`config.mk`:
```
export PLATFORM = sky130hd
export DESIGN_NAME = scroll_text_display_driver
export DESIGN_NICKNAME = d
export VERILOG_FILES = /design/src/rtl/scroll_text_display_driver.sv
export SDC_FILE = /design/constraint.sdc
export NUM_CORES = 1
export LEC_CHECK = 0
export BUFFER_PORTS_ARGS = -buffer_cell sky130_fd_sc_hd__buf_2
export CAP_MARGIN = 10
export CORE_MARGIN = 4
export CORE_UTILIZATION = 62
export DETAILED_ROUTE_END_ITERATION = 16
export PLACE_DENSITY_LB_ADDON = 0.12
export SETUP_SLACK_MARGIN = 0.02
export SYNTH_ARGS = -nofsm -noshare
export SYNTH_HDL_FRONTEND = slang
export SYNTH_SLANG_ARGS = --single-unit
```
`constraint.sdc`:
```
create_clock -name clock -period 4.56 [get_ports clock]
set_input_delay 0.228 -clock clock [delete_from_list [all_inputs] [get_ports clock]]
set_output_delay 0.228 -clock clock [all_outputs]
set_load 0.1 [all_outputs]
```
`src/rtl/scroll_text_display_driver.sv`:
```
`default_nettype none
// ============================================================================
// Module   : scroll_text_display_driver
// Purpose  : Multiplexes a 40-bit, 8-character text window onto an 8-digit
//            active-low seven-segment display.
// Revision : 1.0 - initial release
// ============================================================================
module scroll_text_display_driver #(
    parameter int REFRESH_DIV = 100000
) (
    input  logic        clock,
    input  logic        reset,
    input  logic [39:0] instruction,
    input  logic        display_en,
    output logic [7:0]  an,
    output logic [6:0]  seg,
    output logic        frame_done
);

    localparam int          c_PW   = (REFRESH_DIV > 1) ? $clog2(REFRESH_DIV) : 1;
    localparam logic [c_PW-1:0] c_LAST = c_PW'(REFRESH_DIV - 1);

    logic [c_PW-1:0] prescaler_q, prescaler_d;
    logic [2:0]      idx_q, idx_d;
    logic [39:0]     snap_q, snap_d;
    logic [7:0]      an_q, an_d;
    logic [6:0]      seg_q, seg_d;
    logic            fd_q, fd_d;
    logic            en_q;

    logic            w_tick;
    logic [5:0]      w_shamt;
    logic [39:0]     w_shifted;
    logic [4:0]      w_char;
    logic [7:0]      w_an_dec;

    // Active-high gfedcba glyph for a 5-bit character code
    function automatic logic [6:0] glyph(input logic [4:0] code);
        case (code)
            5'd1:  glyph = 7'h77;  5'd2:  glyph = 7'h7C;  5'd3:  glyph = 7'h39;
            5'd4:  glyph = 7'h5E;  5'd5:  glyph = 7'h79;  5'd6:  glyph = 7'h71;
            5'd7:  glyph = 7'h3D;  5'd8:  glyph = 7'h76;  5'd9:  glyph = 7'h30;
            5'd10: glyph = 7'h1E;  5'd11: glyph = 7'h75;  5'd12: glyph = 7'h38;
            5'd13: glyph = 7'h37;  5'd14: glyph = 7'h54;  5'd15: glyph = 7'h3F;
            5'd16: glyph = 7'h73;  5'd17: glyph = 7'h67;  5'd18: glyph = 7'h50;
            5'd19: glyph = 7'h6D;  5'd20: glyph = 7'h78;  5'd21: glyph = 7'h3E;
            5'd22: glyph = 7'h1C;  5'd23: glyph = 7'h2A;  5'd24: glyph = 7'h76;
            5'd25: glyph = 7'h6E;  5'd26: glyph = 7'h5B;  5'd27: glyph = 7'h40;
            default: glyph = 7'h00;
        endcase
    endfunction

    always_comb begin
        w_tick      = (prescaler_q == c_LAST);
        prescaler_d = w_tick ? '0 : prescaler_q + 1'b1;
        idx_d       = idx_q;
        snap_d      = snap_q;
        fd_d        = 1'b0;
        if (w_tick) begin
            if (idx_q == 3'd7) begin
                idx_d  = 3'd0;
                snap_d = instruction;
                fd_d   = 1'b1;
            end else begin
                idx_d  = idx_q + 3'd1;
            end
        end

        // Char idx sits (7-idx)*5 bits above the LSB of the window
        w_shamt   = {3'b000, ~idx_d} * 6'd5;
        w_shifted = snap_d >> w_shamt;
        w_char    = w_shifted[4:0];
        seg_d     = ~glyph(w_char);
        w_an_dec  = ~(8'h80 >> idx_d);

        // en_q catches the 0->1 edge so the anode is restored without waiting for a tick
        if (!display_en)
            an_d = 8'hFF;
        else if (w_tick || !en_q)
            an_d = w_an_dec;
        else
            an_d = an_q;
    end

    always_ff @(posedge clock) begin
        if (reset) begin
            prescaler_q <= '0;
            idx_q       <= 3'd7;
            snap_q      <= 40'd0;
            an_q        <= 8'hFF;
            seg_q       <= 7'h7F;
            fd_q        <= 1'b0;
            en_q        <= 1'b1;
        end else begin
            prescaler_q <= prescaler_d;
            idx_q       <= idx_d;
            snap_q      <= snap_d;
            an_q        <= an_d;
            seg_q       <= seg_d;
            fd_q        <= fd_d;
            en_q        <= display_en;
        end
    end

    assign an         = an_q;
    assign seg        = seg_q;
    assign frame_done = fd_q;

endmodule
`default_nettype wire

```
# Word level (Yosys, flattened, before mapping)
# Memory sizes are Yosys's and may differ from the RTL's.
# Cells that the tools add are included.
word_totals:
  reg_bits: 77
  rom_bits: 224
  inputBits: 43
  output_inout_bits: 16
  wordCells: 30
  memories: 1
classes:
  add_sub_neg: 2
  mul: 1
  eq_ne: 2
  shifts: 2
  mux: 5
  bitwise_logic: 5
  reduce_logical: 5
mem_list:
  columns: ["name", "words", "word_bits", "rd", "rd_ports_with_merged_regs", "write_ports", "line", "rtl"]
  rows:
  - ["(no name shown)", 32, 7, 1, 0, 0, "39", "case (code)"]
ops:
  columns: ["op", "n"]
  rows:
  - ["$mux W40", 2]
  - ["$shr A40 B6 Y5", 1]
  - ["$add A17 B1 Y17 const B", 1]
  - ["$eq A17 B17 Y1 const B", 1]
  - ["$not A8 Y8", 1]
  - ["$shr A8 B3 Y8 const A", 1]
  - ["$not A7 Y7", 1]
  - ["$mul A3 B3 Y6 const B", 1]
  - ["$mux W3", 2]
  - ["$reduce_or A2 Y1", 3]
  - ["$add A3 B1 Y3 const B", 1]
  - ["$eq A3 B3 Y1 const B", 1]
  - ["$not A3 Y3", 1]
  - ["$not A1 Y1", 2]
  - ["$logic_not A1 Y1", 1]
  - ["$logic_or A1 B1 Y1", 1]
  - ["$mux W1", 1]

# Depth between registers and ports, before layout
# Gate-level depths: netlist of the first run.
# An unclocked memory read counts as a cell.
depth:
  depth_word: 8
  mapped_depth: 16
  mapped_depth_nobuf: 14

# Worst setup path after synthesis of the first run
# Ideal clock, no wire load.
synth_path:
  path_kind: "reg2reg"
  startpoint: "register prescaler_q[0]"
  endpoint: "register seg_q[3] (netlist: seg[3])"
  setup_ns: 0.079
  t_arrival_ns: 3.056
  t_required_ns: 4.481
  slack_ns: 1.424
  stages_incl_launch_ff: 15
  path_buffers: 1
  period_less_slack_ns: 3.136
  path_cell_list: "dfxtp_1 ha_1 and4_4 and4_4 buf_12 mux2_2 a2111oi_1 a21oi_1 o21ai_2 inv_1 ha_1 inv_1 mux2i_1 mux2_2 a22oi_1"
synth_via:
  elab_chain_cells: 7
  word_cells_on_any_way: 8
  classes_between: "mul (1); eq/ne (1); shift (1); mux (2); bitwise (2); memory (1)"
synth_rtl:
  columns: ["element", "line", "rtl"]
  rows:
  - ["start, declared", "23", "logic [c_PW-1:0] prescaler_q, prescaler_d;"]
  - ["start signal, assigned", "95", "prescaler_q <= prescaler_d;"]
  - ["$eq A17 B17 Y1 (*)", "54", "w_tick = (prescaler_q == c_LAST);"]
  - ["$mux W3", "59", "if (w_tick) begin"]
  - ["$not A3 Y3", "70", "w_shamt = {3'b000, ~idx_d} * 6'd5;"]
  - ["$mul A3 B3 Y6", "70", null]
  - ["$shr A40 B6 Y5 (*)", "71", "w_shifted = snap_d >> w_shamt;"]
  - ["$mem_v2 Z32 W7 (*)", null, null]
  - ["$not A7 Y7 (*)", "73", "seg_d = ~glyph(w_char);"]
  - ["end signal, assigned", "99", "seg_q <= seg_d;"]
  - ["end, declared", "27", "logic [6:0] seg_q, seg_d;"]
# Mark *: on every way between the ends. The rest lies on a longest branch, timed or not.
# A chain may end at the register's enable or synchronous reset.

# Worst setup path in the final report of the first run
layout_path:
  startpoint: "register prescaler_q[0]"
  endpoint: "register seg_q[2] (netlist: seg[2])"
# Same word-level chain as after synthesis.

==> flow_metrics.tcl, run 1 <==
set metrics [dict create \
    initial_core_util_pct 65.00 \
    avgSynthCellArea_um2 8.181 \
    drv_cap 0 \
    dr.pass1.iters 5 \
    sw_frac_of_total_pct 24.17 \
    cts_tree "yes" \
    die_h_um 90.52 \
    skew_ps 11.44 \
    ys_ff_latch 77 \
    critPathArrivalTime_ps 3920 \
    peakVddDrop_mv 0.2057 \
    synth_top_family_by_area "simple AND/OR/NAND/NOR gates" \
    io_pins 59 \
    setup_violations 0 \
    synthesis.area_um2 4222 \
    grt_max_degree 49 \
    die_w_um 90.52 \
    critPathCaptureType "register" \
    seqPwrFrac_pct 56.7 \
    netlist_instances 516 \
    grt_setup_unrepaired "false" \
    ys_top_cells_by_area "dfxtp_1 (37%), nand2_1 (11%), mux2i_1 (5.9%)" \
    finalCriticalPeriod_ps 3683 \
    synth_warnings 0 \
    place.gp.congestion 0.9132 \
    fill_cells 552 \
    clock_latency_ps 360 \
    h-tree-depth 3 \
    total_power_mw 1.194 \
    min_path_type "in2reg" \
    ys_types 64 \
    r2r_cells 13 \
    antenna_found_initial 0 \
    cts_sinks 77 \
    finalCritPeriodShare_pct 80.77 \
    synth-edff-count 0 \
    hold_viol 0 \
    hold_path_depth 2 \
    status "completed" \
    path_clk_slew_ps 80 \
    cts_resized 0 \
    grt_pass1_vias 3613 \
    start_kind "register" \
    met3_usage_pct 6.667 \
    postCtsSetupBuffers 0 \
    p_int_mw 0.9055 \
    grt_use_met2_pct 43.42 \
    fin_nets 613 \
    ctsHoldBuffers 0 \
    grt_usage_pct 25.24 \
    dpl.hpwl_um 7187 \
    worstSetupPathType "reg2reg" \
    power_switching_mw 0.2887 \
    antenna_cells 0 \
    max_slew_margin_pct 38.61 \
    numCtsBuffers 9 \
    dp.cells 625 \
    instances_no_fill 641 \
    wl_um 10180 \
    design_area_um2 4662 \
    syn_to_final_growth_pct 10.43 \
    grt-busiest-layer "met2" \
    ys.flop_type "dfxtp_1" \
    layout-drive-gt1-share_pct 19.86 \
    placed_cell_area_um2 4484 \
    synth_area_leader_cell "dfxtp_1" \
    yosys.area_share.simple_pct 25.37 \
    grtUsageMet1_pct 31.07 \
    ys_top_cells_by_count "nand2_1 (122), dfxtp_1 (77), a21oi_1 (47), nor2_1 (35), mux2i_1 (25)" \
    synth.most_common_cell "nand2_1" \
    synth_compound_area_share_pct 16.36 \
    cp_max_fo 17 \
    required_ps 4800 \
    drt_iter0_drc 226 \
    dieArea_um2 8193 \
    core_um2 6495 \
    seq_area_frac_synth_pct 36.51 \
    async_flop_share_pct 0 \
    final_util_pct 71.78 \
    maxSlewViolCount 0 \
    combinationalPowerShare_pct 3.9 \
    wl_per_cell_um 15.88 \
    syn_nets 570 \
    cts_buffer_depth 2 \
    grt.overflow.total 0 \
    synth.top_cell.area_share_pct 36.51 \
    synth_fa_ha_area_share_pct 3.260 \
    cts-root-buf "clkbuf_8" \
    worst_pin_slew_ps 920.9 \
    finalSetupTns_ps 0 \
    grt_first_pass_wirelength_um 16950 \
    detail-route-antenna-nets 0 \
    synth_xor_area_share_pct 2.697 \
    portBuffers 58 \
    vias 3879 \
    power_leakage_nw 1.834 \
    fmax_ghz 0.2715 \
    p_per_area_nw_per_um2 256.2 \
    yosys-mux-area-fraction_pct 10.67 \
    drc 0 \
    clkPwrFrac_pct 39.3 \
    rows 29 \
    viasPerCell 6.051 \
]
-- final cells by class --
class	count	area [µm²]	share of cell area, %
multi-input cells	397	2466	52.90
well taps	77	96.34	2.067
repair buffers	66	350.3	7.515
clock inverters	5	36.28	0.7783
inverters	8	30.03	0.6441
clock buffers	11	141.4	3.033
flip-flops and latches	77	1541	33.06
-- stage by stage --
stage	setup slack (ps)	hold slack, ps
final	877.1	77.01
after global routing	670.3	69.31
after CTS	920.3	71.72
after detailed placement	951.3	441.5
after global placement	998.1	437.2
after floorplan	1424	331.8
-- critical path: stages (launching register included) --
cell     delay, ps
dfxtp_1        390
ha_1           290
and4_4         250
and4_4         390
mux2i_2        640
nor3_1         180
a21oi_1        220
o21ai_2        150
ha_1           350
inv_1           60
or2_1          240
and3_1         190
o21ai_1        120
nand3_1         80
-- cell usage in the layout, fill, tap and decap left out, drive strengths merged, types with 3 or more instances in the layout --
master,synthesis,final
nand2,122,122
dfxtp,77,77
buf,17,66
a21oi,49,49
nor2,35,35
mux2i,27,27
o21ai,26,26
nand3,16,16
o22ai,12,12
ha,11,11
clkbuf,17,11
nand4,10,10
xor2,10,10
inv,8,8
mux2,7,7
and3,5,5
or3,5,5
o211ai,5,5
nor2b,4,4
mux4,4,4
and2,4,4
o31ai,4,4
o2111ai,3,3
nand3b,3,3
xnor2,3,3
clkinvlp,0,3
and4,3,3
nor4,3,3
or2,3,3
-- state kept, by name (all words and copies together), names as in the netlist --
| register | count |
|---|---|
| idx_q | 3 |
| snap_q | 40 |
| seg | 7 |
| en_q | 1 |
| frame_done | 1 |
| prescaler_q | 17 |
| an | 8 |
-- logic make-up after synthesis --
family | after synthesis
DFF | 77
adders and majority gates | 11
buffers and inverters | 42
and+or+nand+nor | 223
muxes | 38
xor gates and xnor gates | 13
AOI/OAI and AO/OA | 112
-- per-layer routing --
metal	part of all wire, %	vias to the layer above
met4	1.3	0
met3	7.0	18
met1	43	1822
met2	49	143
met5	0	-
li1	-	1896
-- path summary, 6_finish.rpt --
check,startpoint,endpoint,slack [ps]
hold / removal,display_en,en_q,80
hold reg to reg,snap_q[39],snap_q[39],460
setup / recovery,prescaler_q[0],seg[2],880
setup reg to reg,prescaler_q[0],seg[2],880
-- power by group through the flow --
stage | Combinational (mW) | Clock, mW | Sequential [mW]
after CTS | 0.0463 | 0.475 | 0.678
after global routing | 0.0516 | 0.510 | 0.678
after floorplan | 0.0202 | 0 | 0.694
final | 0.0466 | 0.470 | 0.678
after detailed placement | 0.0458 | 0 | 0.694
after global placement | 0.0452 | 0 | 0.693
No activity file was read; power rests on OpenSTA's default activity.
==> inputs of run 2 (changes only) <==
--- a/config.mk
+++ b/config.mk
@@ -8,7 +8,7 @@
 export BUFFER_PORTS_ARGS = -buffer_cell sky130_fd_sc_hd__buf_2
 export CAP_MARGIN = 10
 export CORE_MARGIN = 4
-export CORE_UTILIZATION = 62
+export CORE_UTILIZATION = 58
 export DETAILED_ROUTE_END_ITERATION = 16
 export PLACE_DENSITY_LB_ADDON = 0.12
 export SETUP_SLACK_MARGIN = 0.02
==> constraint.sdc (replaced) <==
create_clock -name clock -period 3.64 [get_ports clock]
set_input_delay 0.182 -clock clock [delete_from_list [all_inputs] [get_ports clock]]
set_output_delay 0.182 -clock clock [all_outputs]
set_load 0.1 [all_outputs]
==> run 2 against run 1 <==
Net effect:
- worst setup slack got worse by 650 ps
- sequential share of layout area fell by 1.3 points
- non-clock buffer count rose by 14
- total power rose by 35%
- flip-flop and latch count did not move
- final area rose by 4.2%
- largest cell class unchanged
- core utilization fell by 1.9 points
- die area rose by 6.3%
- clock skew rose by 3.0 ps
- first-iteration DRC count rose by 21%
- via count fell by 0.59%
==> flow_metrics.tcl, run 2 (synthesis results as in run 1) <==
set metrics [dict create \
    finalCritPeriodShare_pct 93.86 \
    clock_latency_ps 350 \
    finalSetupTns_ps 0 \
    layout_commonest_cell "nand2_1" \
    min_to "en_q" \
    min_path_type "in2reg" \
    vias 3856 \
    cts-root-buf "clkbuf_8" \
    power_leakage_nw 1.934 \
    numCtsBuffers 9 \
    critPathArrivalTime_ps 3630 \
    viasPerCell 5.721 \
    antenna_cells 0 \
    r2r_slack_ps 220 \
    grt_first_pass_wirelength_um 17450 \
    grt.overflow.total 0 \
    r2r_start "prescaler_q[0]" \
    multi_input_area_um2 2494 \
    hold_path_depth 2 \
    dr.pass1.iters 5 \
    portBuffers 58 \
    fill_cells 589 \
    maxSlewViolCount 0 \
    cts_tree "yes" \
    initial_core_util_pct 60.79 \
    min_from "display_en" \
    drv_cap 0 \
    core_um2 6944 \
    drt_iter0_drc 273 \
    reg2reg_to "seg[2]" \
    place.gp.congestion 0.9310 \
    die_h_um 93.32 \
    rows 30 \
    r2r_cells 14 \
    pre_cts_slack_ps 71.74 \
    wl_per_cell_um 15.84 \
    grt_usage_pct 24.90 \
    peakVddDrop_mv 0.1689 \
    grt_pass1_vias 3624 \
    worst_pin_slew_ps 600.1 \
    skew_ps 14.43 \
    syn_to_final_growth_pct 15.03 \
    ctsHoldBuffers 0 \
    mostFrequentLayoutCells "nand2_1 (122), dfxtp_1 (77), buf_2 (58), a21oi_1 (47), nor2_1 (34)" \
    path_clk_slew_ps 80 \
    layout-drive-gt1-share_pct 22.49 \
    cts_sinks 77 \
    fin_nets 627 \
    detail-route-antenna-nets 0 \
    wl_um 10670 \
    cts_buffer_depth 2 \
    required_ps 3850 \
    h-tree-depth 3 \
    dpl.hpwl_um 7267 \
    grt_setup_unrepaired "false" \
    hold_viol 0 \
    finalCriticalPeriod_ps 3416 \
    start_kind "register" \
    largest_reg_flops 40 \
    drc 0 \
    max_slew_margin_pct 59.99 \
    io_pins 59 \
    largest_register "snap_q" \
    status "completed" \
    fmax_ghz 0.2927 \
    finalWorstSetupSlack_ps 223.6 \
    antenna_found_initial 0 \
    grt_max_degree 48 \
    dieArea_um2 8708 \
    setup_violations 0 \
    worstSetupPathType "reg2reg" \
    cp_max_fo 12 \
    die_w_um 93.32 \
    final-seq-area_um2 1541 \
    whs_ps 34.14 \
    critPathCaptureType "register" \
    p_per_area_nw_per_um2 333.0 \
]
[run 2: changes by cell type in the layout (fill, tap and decap cells not counted), moves of 2 or more]
cell	before	now
clkinvlp_4	3	0
ha_1	11	9
bufinv_16	0	2
buf_4	8	22
[run 2: power by group]
group          internal [mW]  switching (mW)
clock                  0.386           0.322
sequential             0.845         0.00257
combinational         0.0249          0.0365
[run 2: per-layer routing]
metal | track usage (%) | wire, µm | vias to the layer above
li1 | - | - | 1924
met2 | 41.93 | 5164 | 109
met1 | 32.66 | 4789 | 1800
met3 | 4.666 | 533 | 23
met5 | 0 | 0 | -
met4 | 6.593 | 186 | 0
[run 2: worst max-delay path by stage]
stage / start / to / slack, ps / depth (start not counted)
detailed placement: prescaler_q[0] / seg[3] / 70 / 13
global route: prescaler_q[0] / seg[2] / 10 / 15
floorplan: prescaler_q[0] / seg[3] / 500 / 14
finish: prescaler_q[0] / seg[2] / 220 / 14
global placement: prescaler_q[0] / seg[3] / 240 / 13
CTS: prescaler_q[0] / seg[3] / 40 / 13
[run 2: cell type report]
class / count / share of cell area, %
timing repair buffer: 80 / 9.379
inverter: 8 / 0.6184
multi-input combinational: 397 / 51.35
clock inverter: 6 / 1.804
tap: 96 / 2.474
sequential: 77 / 31.74
clock buffer: 10 / 2.628
[run 2: worst max-delay path, stage by stage, from the launching register on]
cell     delay (ps)
dfxtp_1         380
ha_2            250
and4_4          240
and4_4          320
buf_4           160
mux2i_2         370
nor3_1          140
a21oi_1         270
o21ai_4         160
ha_4            300
inv_1            50
or2_1           250
and3_1          190
o21ai_1         120
nand3_1          80
[run 2: stage by stage]
stage	utilization [%]	cells	power, mW	instance area, µm²
2_1_floorplan	-	516	0.8951	4222
3_3_place_gp	65.57	650	0.9284	4553
3_5_place_dp	65.57	650	0.9289	4553
4_1_cts	68.67	666	1.636	4768
5_1_grt	69.93	674	1.679	4856
6_report	69.93	674	1.617	4856
[run 2: timing repair]
item	in CTS	in global routing
setup buffers	0	8
gates resized for setup	0	5
setup endpoints to repair	0	6
==> inputs of run 3 (changes only) <==
--- a/config.mk
+++ b/config.mk
@@ -10,7 +10,7 @@
 export CORE_MARGIN = 4
 export CORE_UTILIZATION = 58
 export DETAILED_ROUTE_END_ITERATION = 16
-export PLACE_DENSITY_LB_ADDON = 0.12
+export PLACE_DENSITY = 0.78
 export SETUP_SLACK_MARGIN = 0.02
 export SYNTH_ARGS = -nofsm -noshare
 export SYNTH_HDL_FRONTEND = slang
==> run 3 against run 2 <==
Net effect:
- clock power is 4.4% lower
- sequential power barely moved
- combinational power down 0.7%
- flip-flop and latch count is the same
- global-route usage is essentially flat
- worst setup slack got worse by 76 ps
- first-iteration DRC count grew 20%
- critical path depth is the same
- register-to-register slack got worse by 80 ps
- die area stayed put
- critical path type unchanged
==> flow_metrics.tcl, run 3 (synthesis results as in run 1) <==
set metrics [dict create \
    portBuffers 58 \
    skew_ps 8.128 \
    cts_sinks 77 \
    path_clk_slew_ps 80 \
    grt_first_pass_wirelength_um 17400 \
    fmax_ghz 0.2863 \
    vias 3931 \
    pre_cts_slack_ps 85.22 \
    drv_cap 0 \
    antenna_found_initial 0 \
    antenna_cells 0 \
    worst_pin_slew_ps 597.9 \
    detail-route-antenna-nets 0 \
    p_per_area_nw_per_um2 329.3 \
    drc 0 \
    power_leakage_nw 1.916 \
    mostFrequentLayoutCells "nand2_1 (122), dfxtp_1 (77), buf_2 (58), a21oi_1 (47), nor2_1 (34)" \
    r2r_slack_ps 150 \
    cts_buffer_depth 2 \
    max_slew_margin_pct 60.14 \
    seqPwrFrac_pct 53.5 \
    worstSetupPathType "reg2reg" \
    drt_iter0_drc 327 \
    grt_usage_pct 24.92 \
    hold_viol 0 \
    syn_to_final_growth_pct 14.17 \
    ctsHoldBuffers 0 \
    viasPerCell 5.841 \
    design_area_um2 4820 \
    largest_reg_flops 40 \
    maxSlewViolCount 0 \
    initial_core_util_pct 60.79 \
    power_switching_mw 0.3449 \
    die_h_um 93.32 \
    largest_register "snap_q" \
    critPathArrivalTime_ps 3710 \
    clock_latency_ps 350 \
    die_w_um 93.32 \
    layout-drive-gt1-share_pct 21.84 \
    grt_pass1_vias 3664 \
    critPathCaptureType "register" \
    grt_max_degree 48 \
    numCtsBuffers 9 \
    total_power_mw 1.587 \
    fin_nets 626 \
    cts-root-buf "clkbuf_8" \
    whs_ps 31.86 \
    dr.pass1.iters 5 \
    h-tree-depth 3 \
    finalSetupTns_ps 0 \
    cts_tree "yes" \
    dpl.hpwl_um 7457 \
    required_ps 3860 \
    wl_um 10690 \
    sw_frac_of_total_pct 21.73 \
    placed_cell_area_um2 4561 \
    dieArea_um2 8708 \
    combinationalPowerShare_pct 3.8 \
    grt.overflow.total 0 \
    wl_per_cell_um 15.88 \
    core_um2 6944 \
    finalCritPeriodShare_pct 95.95 \
    finalWorstSetupSlack_ps 147.4 \
    clkPwrFrac_pct 42.6 \
    place.gp.congestion 0.9134 \
    finalCriticalPeriod_ps 3493 \
    p_int_mw 1.242 \
    status "completed" \
    setup_violations 0 \
    rows 30 \
    io_pins 59 \
    fill_cells 583 \
    min_path_type "in2reg" \
    peakVddDrop_mv 0.1653 \
    layout_commonest_cell "nand2_1" \
    start_kind "register" \
    cp_max_fo 15 \
]
[run 3: cell count changes in the layout (fill, tap and decap cells not counted), sizes merged]
cell,before,now
buf,80,79
clkinvlp,0,1
clkbuf,10,13
clkinv,4,1
bufinv,2,1
[run 3: path summary, 6_finish.rpt]
path	from	end	cells past startpoint
min	display_en	en_q	2
min reg2reg	snap_q[31]	snap_q[31]	2
max	prescaler_q[0]	seg[2]	14
max reg2reg	prescaler_q[0]	seg[2]	14
[run 3: metal layers]
layer | routed length (µm) | share of wire (%) | global-route usage, %
met1 | 4636 | 43 | 32.71
met2 | 5219 | 49 | 41.81
met3 | 655 | 6.1 | 4.183
met4 | 176 | 1.6 | 7.570
met5 | 0 | 0 | 0
[run 3: power by group through the flow]
stage	sequential [mW]	clock [mW]	combinational [mW]
floorplan	0.870	0	0.0253
global placement	0.868	0	0.0584
detailed placement	0.869	0	0.0590
CTS	0.849	0.682	0.0594
global route	0.850	0.728	0.0667
finish	0.849	0.677	0.0610
[run 3: area by class of cell]
| class | count | area (µm²) | area share [%] |
|---|---|---|---|
| Tap cell | 96 | 120.1 | 2.492 |
| Clock inverter | 3 | 42.54 | 0.8827 |
| Sequential cell | 77 | 1541 | 31.98 |
| Clock buffer | 13 | 168.9 | 3.505 |
| Multi-Input combinational cell | 397 | 2469 | 51.22 |
| Inverter | 8 | 30.03 | 0.6231 |
| Timing Repair Buffer | 79 | 447.9 | 9.294 |
[run 3: critical path, cell delays in order, from the launching register on]
cell and delay, ps:
dfxtp_1 400, ha_2 260, and4_4 250, and4_4 360, mux2_2 420, a211oi_1 260, o22ai_1 150, o21ai_2 220
buf_4 170, ha_1 160, inv_1 50, or2_1 250, and3_1 190, o21ai_1 130, nand3_1 80
[run 3: stage by stage]
stage	util (%)	cells
floorplan	-	516
global placement	65.68	651
detailed placement	65.68	651
CTS	68.72	667
global route	69.41	673
finish	69.41	673
[run 3: repair_timing]
action	in CTS	in global routing
endpoints found under the setup margin	0	6
resized for setup	0	1
buffers inserted	0	6
endpoints found under the hold margin	0	0
